==> src/rtl/usb_proto_ctrl.sv <==
// -----------------------------------------------------------------------------
// usb_proto_ctrl
//
// Device-side USB transaction sequencer. It watches decoded packets from the
// receiver, decides which handshake or data packet to return, starts the
// transmitter, tracks the DATA0/DATA1 sequence bit and flushes the data buffer
// when a transfer completes or is aborted.
//
// Optional feature (macro USB_PROTO_TIMEOUT_EN): when defined, OUT_WAIT and
// WAIT_ACK give up after TIMEOUT_CYC cycles without a received packet and
// return to IDLE with a tx_error pulse. When undefined, they wait indefinitely.
//
// Parameters
//   TIMEOUT_CYC      cycles allowed for the host's DATA/ACK (timeout build only)
//
// Ports
//   clk              sole clock, rising edge
//   rst              synchronous active-high reset
//   rx_done          1-cycle pulse at the end of each received packet
//   rx_packet[2:0]   received PID, valid with rx_done
//                    (101 IN, 110 OUT, 001 DATA, 010 ACK, 011 NACK)
//   rx_error         receiver error for the current packet (level)
//   buffer_occupancy bytes held in the data buffer, 0..64
//   host_ready       host has loaded the IN payload
//   tx_done          1-cycle pulse, transmitter finished
//   tx_start         1-cycle pulse, start transmission
//   tx_packet[2:0]   PID to send (000 none, 001 DATA, 010 ACK, 011 NAK)
//   d_mode           high while the device owns the bus
//   clear            1-cycle pulse, flush the data buffer
//   rx_data_ready    1-cycle pulse, OUT payload accepted
//   data_toggle      current DATA0/DATA1 sequence bit
//   tx_error         1-cycle pulse, transaction aborted
// -----------------------------------------------------------------------------
module usb_proto_ctrl #(
  parameter int unsigned TIMEOUT_CYC = 1024
) (
  input  logic       clk,
  input  logic       rst,
  input  logic       rx_done,
  input  logic [2:0] rx_packet,
  input  logic       rx_error,
  input  logic [6:0] buffer_occupancy,
  input  logic       host_ready,
  input  logic       tx_done,
  output logic       tx_start,
  output logic [2:0] tx_packet,
  output logic       d_mode,
  output logic       clear,
  output logic       rx_data_ready,
  output logic       data_toggle,
  output logic       tx_error
);

  // Received PIDs
  localparam logic [2:0] PID_IN   = 3'b101;
  localparam logic [2:0] PID_OUT  = 3'b110;
  localparam logic [2:0] PID_DATA = 3'b001;
  localparam logic [2:0] PID_ACK  = 3'b010;
  localparam logic [2:0] PID_NACK = 3'b011;

  // Transmitted PIDs
  localparam logic [2:0] TX_NONE = 3'b000;
  localparam logic [2:0] TX_DATA = 3'b001;
  localparam logic [2:0] TX_ACK  = 3'b010;
  localparam logic [2:0] TX_NAK  = 3'b011;

  typedef enum logic [2:0] {
    IDLE      = 3'd0,
    OUT_WAIT  = 3'd1,
    SEND_ACK  = 3'd2,
    SEND_NAK  = 3'd3,
    SEND_DATA = 3'd4,
    WAIT_ACK  = 3'd5
  } state_e;

  state_e     r_state;
  state_e     w_state_nxt;

  // Registered outputs and their next values
  logic       r_tx_start,      w_tx_start_nxt;
  logic [2:0] r_tx_packet,     w_tx_packet_nxt;
  logic       r_d_mode,        w_d_mode_nxt;
  logic       r_clear,         w_clear_nxt;
  logic       r_rx_data_ready, w_rx_data_ready_nxt;
  logic       r_data_toggle,   w_data_toggle_nxt;
  logic       r_tx_error,      w_tx_error_nxt;

  // Set once tx_start has been issued in the current SEND_* state; tx_done is
  // only honoured after that, so a stale pulse cannot end a send early.
  logic       r_sent,          w_sent_nxt;

  logic       w_timeout;

`ifdef USB_PROTO_TIMEOUT_EN
  localparam int unsigned CNT_W = (TIMEOUT_CYC > 1) ? $clog2(TIMEOUT_CYC) : 1;

  logic [CNT_W-1:0] r_to_cnt;
  logic             w_waiting;

  assign w_waiting = (r_state == OUT_WAIT) || (r_state == WAIT_ACK);

  // The entry cycle counts as cycle 0, so the abort edge falls after exactly
  // TIMEOUT_CYC cycles spent in the wait state.
  assign w_timeout = w_waiting && (r_to_cnt == CNT_W'(TIMEOUT_CYC - 1));

  always_ff @(posedge clk) begin
    if (rst) begin
      r_to_cnt <= '0;
    end else if (w_state_nxt != r_state) begin
      // Any state change restarts the count, which covers entry into both
      // wait states.
      r_to_cnt <= '0;
    end else if (w_waiting) begin
      r_to_cnt <= r_to_cnt + 1'b1;
    end
  end
`else
  assign w_timeout = 1'b0;
`endif

  // ---------------------------------------------------------------------------
  // Next-state and next-output logic
  // ---------------------------------------------------------------------------
  always_comb begin
    // NOTE: every signal gets a default before the case so no path can leave
    // one unassigned, which would infer a latch.
    w_state_nxt         = r_state;
    w_tx_start_nxt      = 1'b0;
    w_tx_packet_nxt     = r_tx_packet;
    w_d_mode_nxt        = r_d_mode;
    w_clear_nxt         = 1'b0;
    w_rx_data_ready_nxt = 1'b0;
    w_data_toggle_nxt   = r_data_toggle;
    w_tx_error_nxt      = 1'b0;
    w_sent_nxt          = r_sent;

    unique case (r_state)
      IDLE: begin
        // A corrupted token is dropped outright.
        if (rx_done && !rx_error) begin
          if (rx_packet == PID_OUT) begin
            w_state_nxt = OUT_WAIT;
          end else if (rx_packet == PID_IN) begin
            // d_mode is raised on the entry edge so it covers the whole state.
            w_d_mode_nxt = 1'b1;
            w_sent_nxt   = 1'b0;
            if (host_ready && (buffer_occupancy != 7'd0)) begin
              w_state_nxt = SEND_DATA;
            end else begin
              w_state_nxt = SEND_NAK;
            end
          end
        end
      end

      OUT_WAIT: begin
        if (rx_done) begin
          if (rx_error || (rx_packet != PID_DATA)) begin
            // Abort silently: flush whatever was received, no handshake.
            w_state_nxt    = IDLE;
            w_clear_nxt    = 1'b1;
            w_tx_error_nxt = 1'b1;
          end else begin
            w_state_nxt         = SEND_ACK;
            w_rx_data_ready_nxt = 1'b1;
            w_data_toggle_nxt   = ~r_data_toggle;
            w_d_mode_nxt        = 1'b1;
            w_sent_nxt          = 1'b0;
          end
        end else if (w_timeout) begin
          w_state_nxt    = IDLE;
          w_clear_nxt    = 1'b1;
          w_tx_error_nxt = 1'b1;
        end
      end

      SEND_ACK, SEND_NAK, SEND_DATA: begin
        // Received packets are ignored while the device drives the bus.
        if (!r_sent) begin
          w_tx_start_nxt = 1'b1;
          w_sent_nxt     = 1'b1;
          if (r_state == SEND_ACK) begin
            w_tx_packet_nxt = TX_ACK;
          end else if (r_state == SEND_NAK) begin
            w_tx_packet_nxt = TX_NAK;
          end else begin
            w_tx_packet_nxt = TX_DATA;
          end
        end else if (tx_done) begin
          w_tx_packet_nxt = TX_NONE;
          w_d_mode_nxt    = 1'b0;
          w_sent_nxt      = 1'b0;
          w_state_nxt     = (r_state == SEND_DATA) ? WAIT_ACK : IDLE;
        end
      end

      WAIT_ACK: begin
        if (rx_done) begin
          w_state_nxt = IDLE;
          // Only a clean ACK completes the IN transfer; NACK, errors and any
          // unexpected PID keep the buffer and the toggle for a retry.
          if (!rx_error && (rx_packet == PID_ACK)) begin
            w_clear_nxt       = 1'b1;
            w_data_toggle_nxt = ~r_data_toggle;
          end
        end else if (w_timeout) begin
          w_state_nxt    = IDLE;
          w_tx_error_nxt = 1'b1;
        end
      end

      default: begin
        w_state_nxt     = IDLE;
        w_tx_packet_nxt = TX_NONE;
        w_d_mode_nxt    = 1'b0;
        w_sent_nxt      = 1'b0;
      end
    endcase
  end

  // ---------------------------------------------------------------------------
  // State register
  // ---------------------------------------------------------------------------
  always_ff @(posedge clk) begin
    // NOTE: sequential state uses non-blocking assignments so every register
    // samples pre-edge values regardless of statement order.
    if (rst) begin
      r_state <= IDLE;
    end else begin
      r_state <= w_state_nxt;
    end
  end

  // ---------------------------------------------------------------------------
  // Output registers
  // ---------------------------------------------------------------------------
  always_ff @(posedge clk) begin
    if (rst) begin
      r_tx_start      <= 1'b0;
      r_tx_packet     <= TX_NONE;
      r_d_mode        <= 1'b0;
      r_clear         <= 1'b0;
      r_rx_data_ready <= 1'b0;
      r_data_toggle   <= 1'b0;
      r_tx_error      <= 1'b0;
      r_sent          <= 1'b0;
    end else begin
      r_tx_start      <= w_tx_start_nxt;
      r_tx_packet     <= w_tx_packet_nxt;
      r_d_mode        <= w_d_mode_nxt;
      r_clear         <= w_clear_nxt;
      r_rx_data_ready <= w_rx_data_ready_nxt;
      r_data_toggle   <= w_data_toggle_nxt;
      r_tx_error      <= w_tx_error_nxt;
      r_sent          <= w_sent_nxt;
    end
  end

  assign tx_start      = r_tx_start;
  assign tx_packet     = r_tx_packet;
  assign d_mode        = r_d_mode;
  assign clear         = r_clear;
  assign rx_data_ready = r_rx_data_ready;
  assign data_toggle   = r_data_toggle;
  assign tx_error      = r_tx_error;

endmodule

==> config.mk <==
export PLATFORM = sky130hd
export DESIGN_NAME = usb_proto_ctrl
export DESIGN_NICKNAME = d
export VERILOG_FILES = /design/src/rtl/usb_proto_ctrl.sv
export SDC_FILE = /design/constraint.sdc
export NUM_CORES = 1
export LEC_CHECK = 0
export CAP_MARGIN = 0
export CORE_MARGIN = 5
export CORE_UTILIZATION = 44
export CTS_CLUSTER_SIZE = 30
export DETAILED_ROUTE_END_ITERATION = 10
export GPL_ROUTABILITY_DRIVEN = 0
export PLACE_DENSITY = 0.81
export SYNTH_ARGS = -nofsm -noshare
export SYNTH_HDL_FRONTEND = slang
export SYNTH_SLANG_ARGS = --single-unit
==> constraint.sdc <==
create_clock -name clk -period 1.8 [get_ports clk]
set_input_delay 0.36 -clock clk [delete_from_list [all_inputs] [get_ports clk]]
set_output_delay 0.36 -clock clk [all_outputs]
set_load 0.01 [all_outputs]
==> results of run 1 <==
[layout make-up]
cell class | instances | area share, %
flip-flops and latches | 12 | 21.3
well taps | 17 | 1.89
repair buffers | 37 | 29.8
inverters | 3 | 1.00
multi-input cells | 67 | 42.8
clock buffers | 4 | 3.22
[sequential cells by signal, indices dropped and copies added, names as in the netlist]
name	flops
r_sent	1
r_state	3
d_mode	1
tx_start	1
tx_packet	2
tx_error	1
data_toggle	1
clear	1
rx_data_ready	1
[kinds of logic after synthesis]
family	Yosys count	synth area share, %
buf+inv	9	5.56
xor+xnor	2	2.29
simple gates	37	30.6
other cells	1	0.491
flops	12	31.4
mux	2	2.78
compound gates	25	26.8
[cells in the final DEF (no fill, tap or decap), types with 4 or more instances in the layout]
cell type        instances
nor2b_1                  4
buf_4                   14
nor2_1                   4
clkdlybuf4s50_1         23
a21oi_1                  5
nand2_1                  4
nor3_1                   4
or3_1                    4
dfxtp_1                 12
[how the worst min path moves through the flow]
| stage | endpoint |
|---|---|
| 2_1_floorplan | r_state[1] |
| 3_3_place_gp | tx_packet[1] |
| 3_5_place_dp | tx_packet[1] |
| 4_1_cts | tx_packet[1] |
| 5_1_grt | tx_packet[1] |
| 6_report | tx_packet[1] |
[per-stage QoR]
step | total power [uW] | cell area, um2 | setup WS, ns
after floorplan | 395 | 764 | 0.195
after global placement | 484 | 1090 | -0.173
after detailed placement | 488 | 1090 | -0.189
after CTS | 701 | 1130 | 0.0982
after global routing | 735 | 1130 | 0.0176
final | 695 | 1130 | 0.0862
[critical path, stage by stage]
cell             delay, ns
clkdlybuf4s50_1       0.39
or4_1                 0.53
buf_4                 0.15
o2111ai_1             0.21
nand3_1               0.11
o32ai_1               0.13
[synthesized netlist by cell type (3+ instances only)]
master,instances,area [um2]
a21oi_1,5,25.0
clkbuf_1,3,11.3
dfxtp_1,12,240
nand2_1,4,15.0
nand3b_1,3,22.5
nor2_1,4,15.0
nor2b_1,4,25.0
nor3_1,4,20.0
o21ai_0,3,15.0
or3_1,4,25.0
[layer usage]
layer | share of wire, % | vias to the layer above
met1 | 42 | 382
met4 | 0.55 | 0
met2 | 51 | 21
met3 | 6.3 | 2
li1 | - | 409
met5 | 0 | -
[power by group through the flow]
stage / logic [uW] / registers [uW] / clock network (uW)
6_report: 183 / 302 / 210
5_1_grt: 199 / 305 / 231
4_1_cts: 183 / 301 / 217
3_5_place_dp: 181 / 307 / 0
3_3_place_gp: 178 / 307 / 0
2_1_floorplan: 95.7 / 299 / 0
[repair_timing]
item / CTS / global route
hold endpoints to repair: 0 / 0
resized for setup: 0 / 1
setup endpoints to repair: 0 / 1
==> results.toml, run 1 <==
[synthesis]
synth_seq_cells = 12
synth-async-reset-ratio_pct = 0
synth_nets = 104
synth_edf_count = 0
synth_cells = 88
ys_types = 43
synth_ff_type = "dfxtp_1"
avgSynthCellArea_um2 = 8.69
syn_area_um2 = 764
ys_seq_area_share_pct = 31.4
yosysWarnings = 0

[critical_path]
crit_end = "r_state[0]"
cp-start-kind = "input port"
crit_arrival_ns = 1.89
crit_path_max_fanout = 2
reg2regPathDepth = 4
r2r_end = "r_state[2]"
r2r_start = "r_state[2]"
cp.required_ns = 1.98
worst-setup-path-type = "in2reg"
reg2reg_slack_ns = 0.16
crit_start = "buffer_occupancy[2]"
cp-end-kind = "flop"

[die]
die_area_um2 = 2670
core_um2 = 1690
die_w_um = 51.7
dieHeight_um = 51.7
start_util_pct = 45.3
io_pins = 25
rows = 15

[pwr]
pwr-share-clk_pct = 30.2
switching_share_pct = 27.2
p_leak_uw = 0.000403
power.density_nw_per_um2 = 618
power_frac_seq_pct = 43.5
switchingPower_uw = 189
internal_power_uw = 506
power_frac_comb_pct = 26.3
max-vdd-ir-drop_mv = 0.402

[route]
wl_per_cell_um = 14.3
routed_wl_um = 2000
drc = 0
viasPerCell = 5.81
ant_nets = 0
drt_iter0_markers = 9
dr_total_vias = 814
first_pass_iters = 4

[sta]
max_freq_mhz = 584
grt_setup_unrepaired = "no"
tns_ns = 0
slew_violations = 0
skew_ns = 0.00341
finalHoldViolCount = 0
slew_headroom_pct = 65.3
post-route-period-util_pct = 95.2
tightestPinTransition_ns = 0.520
setup_viol = 0
whs_ns = 0.489
period_minus_slack_ns = 1.71

[cells_and_area]
fillerInstances = 145
n_antenna_cell = 0
drive_gt1_share_pct = 18.7
multi_input_area_um2 = 482
seq_area_um2 = 240
fin_cells = 140
finalNetCount = 140
syn2layout_area_growth_pct = 47.3
final_util_pct = 66.7

[global_routing]
grt_use_met1_pct = 17.7
track_usage_pct = 15.9
grt_pass1_vias = 772
grt_busiest_layer = "met2"
overflow = 0
use_met3_pct = 5.44
grt_max_degree = 15
grt_pass1_wl_um = 3240
grtUsageMet2_pct = 28.2
antenna_found_initial = 0

[run_status]
outcome = "finished, final reports clean"

[placement]
dp_hpwl_um = 1550
dp_cells = 136
place.port_buffers = 23

[clock_network]
cts_setup_buffers = 0
clk-insertion-delay-late_ns = 0.27
cts_tree = "yes"
clkTransAtPathRegs_ns = 0.07
cts-buffers-inserted = 3
ctsHoldBuffers = 0
cts-htree-levels = 1
clockRootBuffer = "clkbuf_4"
cts_buffer_depth = 2
cts_sinks = 12

[worst_hold_path]
whs_path_depth = 2
worstHoldStart = "tx_packet[1]"
hp-class = "reg2reg"

[job]
maxCapViolations = 0
(Power assumes the default switching activity.)
==> run 2: changes to the inputs <==
--- a/config.mk
+++ b/config.mk
@@ -8,6 +8,7 @@
 export CAP_MARGIN = 0
 export CORE_MARGIN = 5
 export CORE_UTILIZATION = 44
+export CTS_CLUSTER_DIAMETER = 40
 export CTS_CLUSTER_SIZE = 30
 export DETAILED_ROUTE_END_ITERATION = 10
 export GPL_ROUTABILITY_DRIVEN = 0
==> results of run 2 <==
Same layout as run 1: the final DEF is identical, and so are final timing and power.
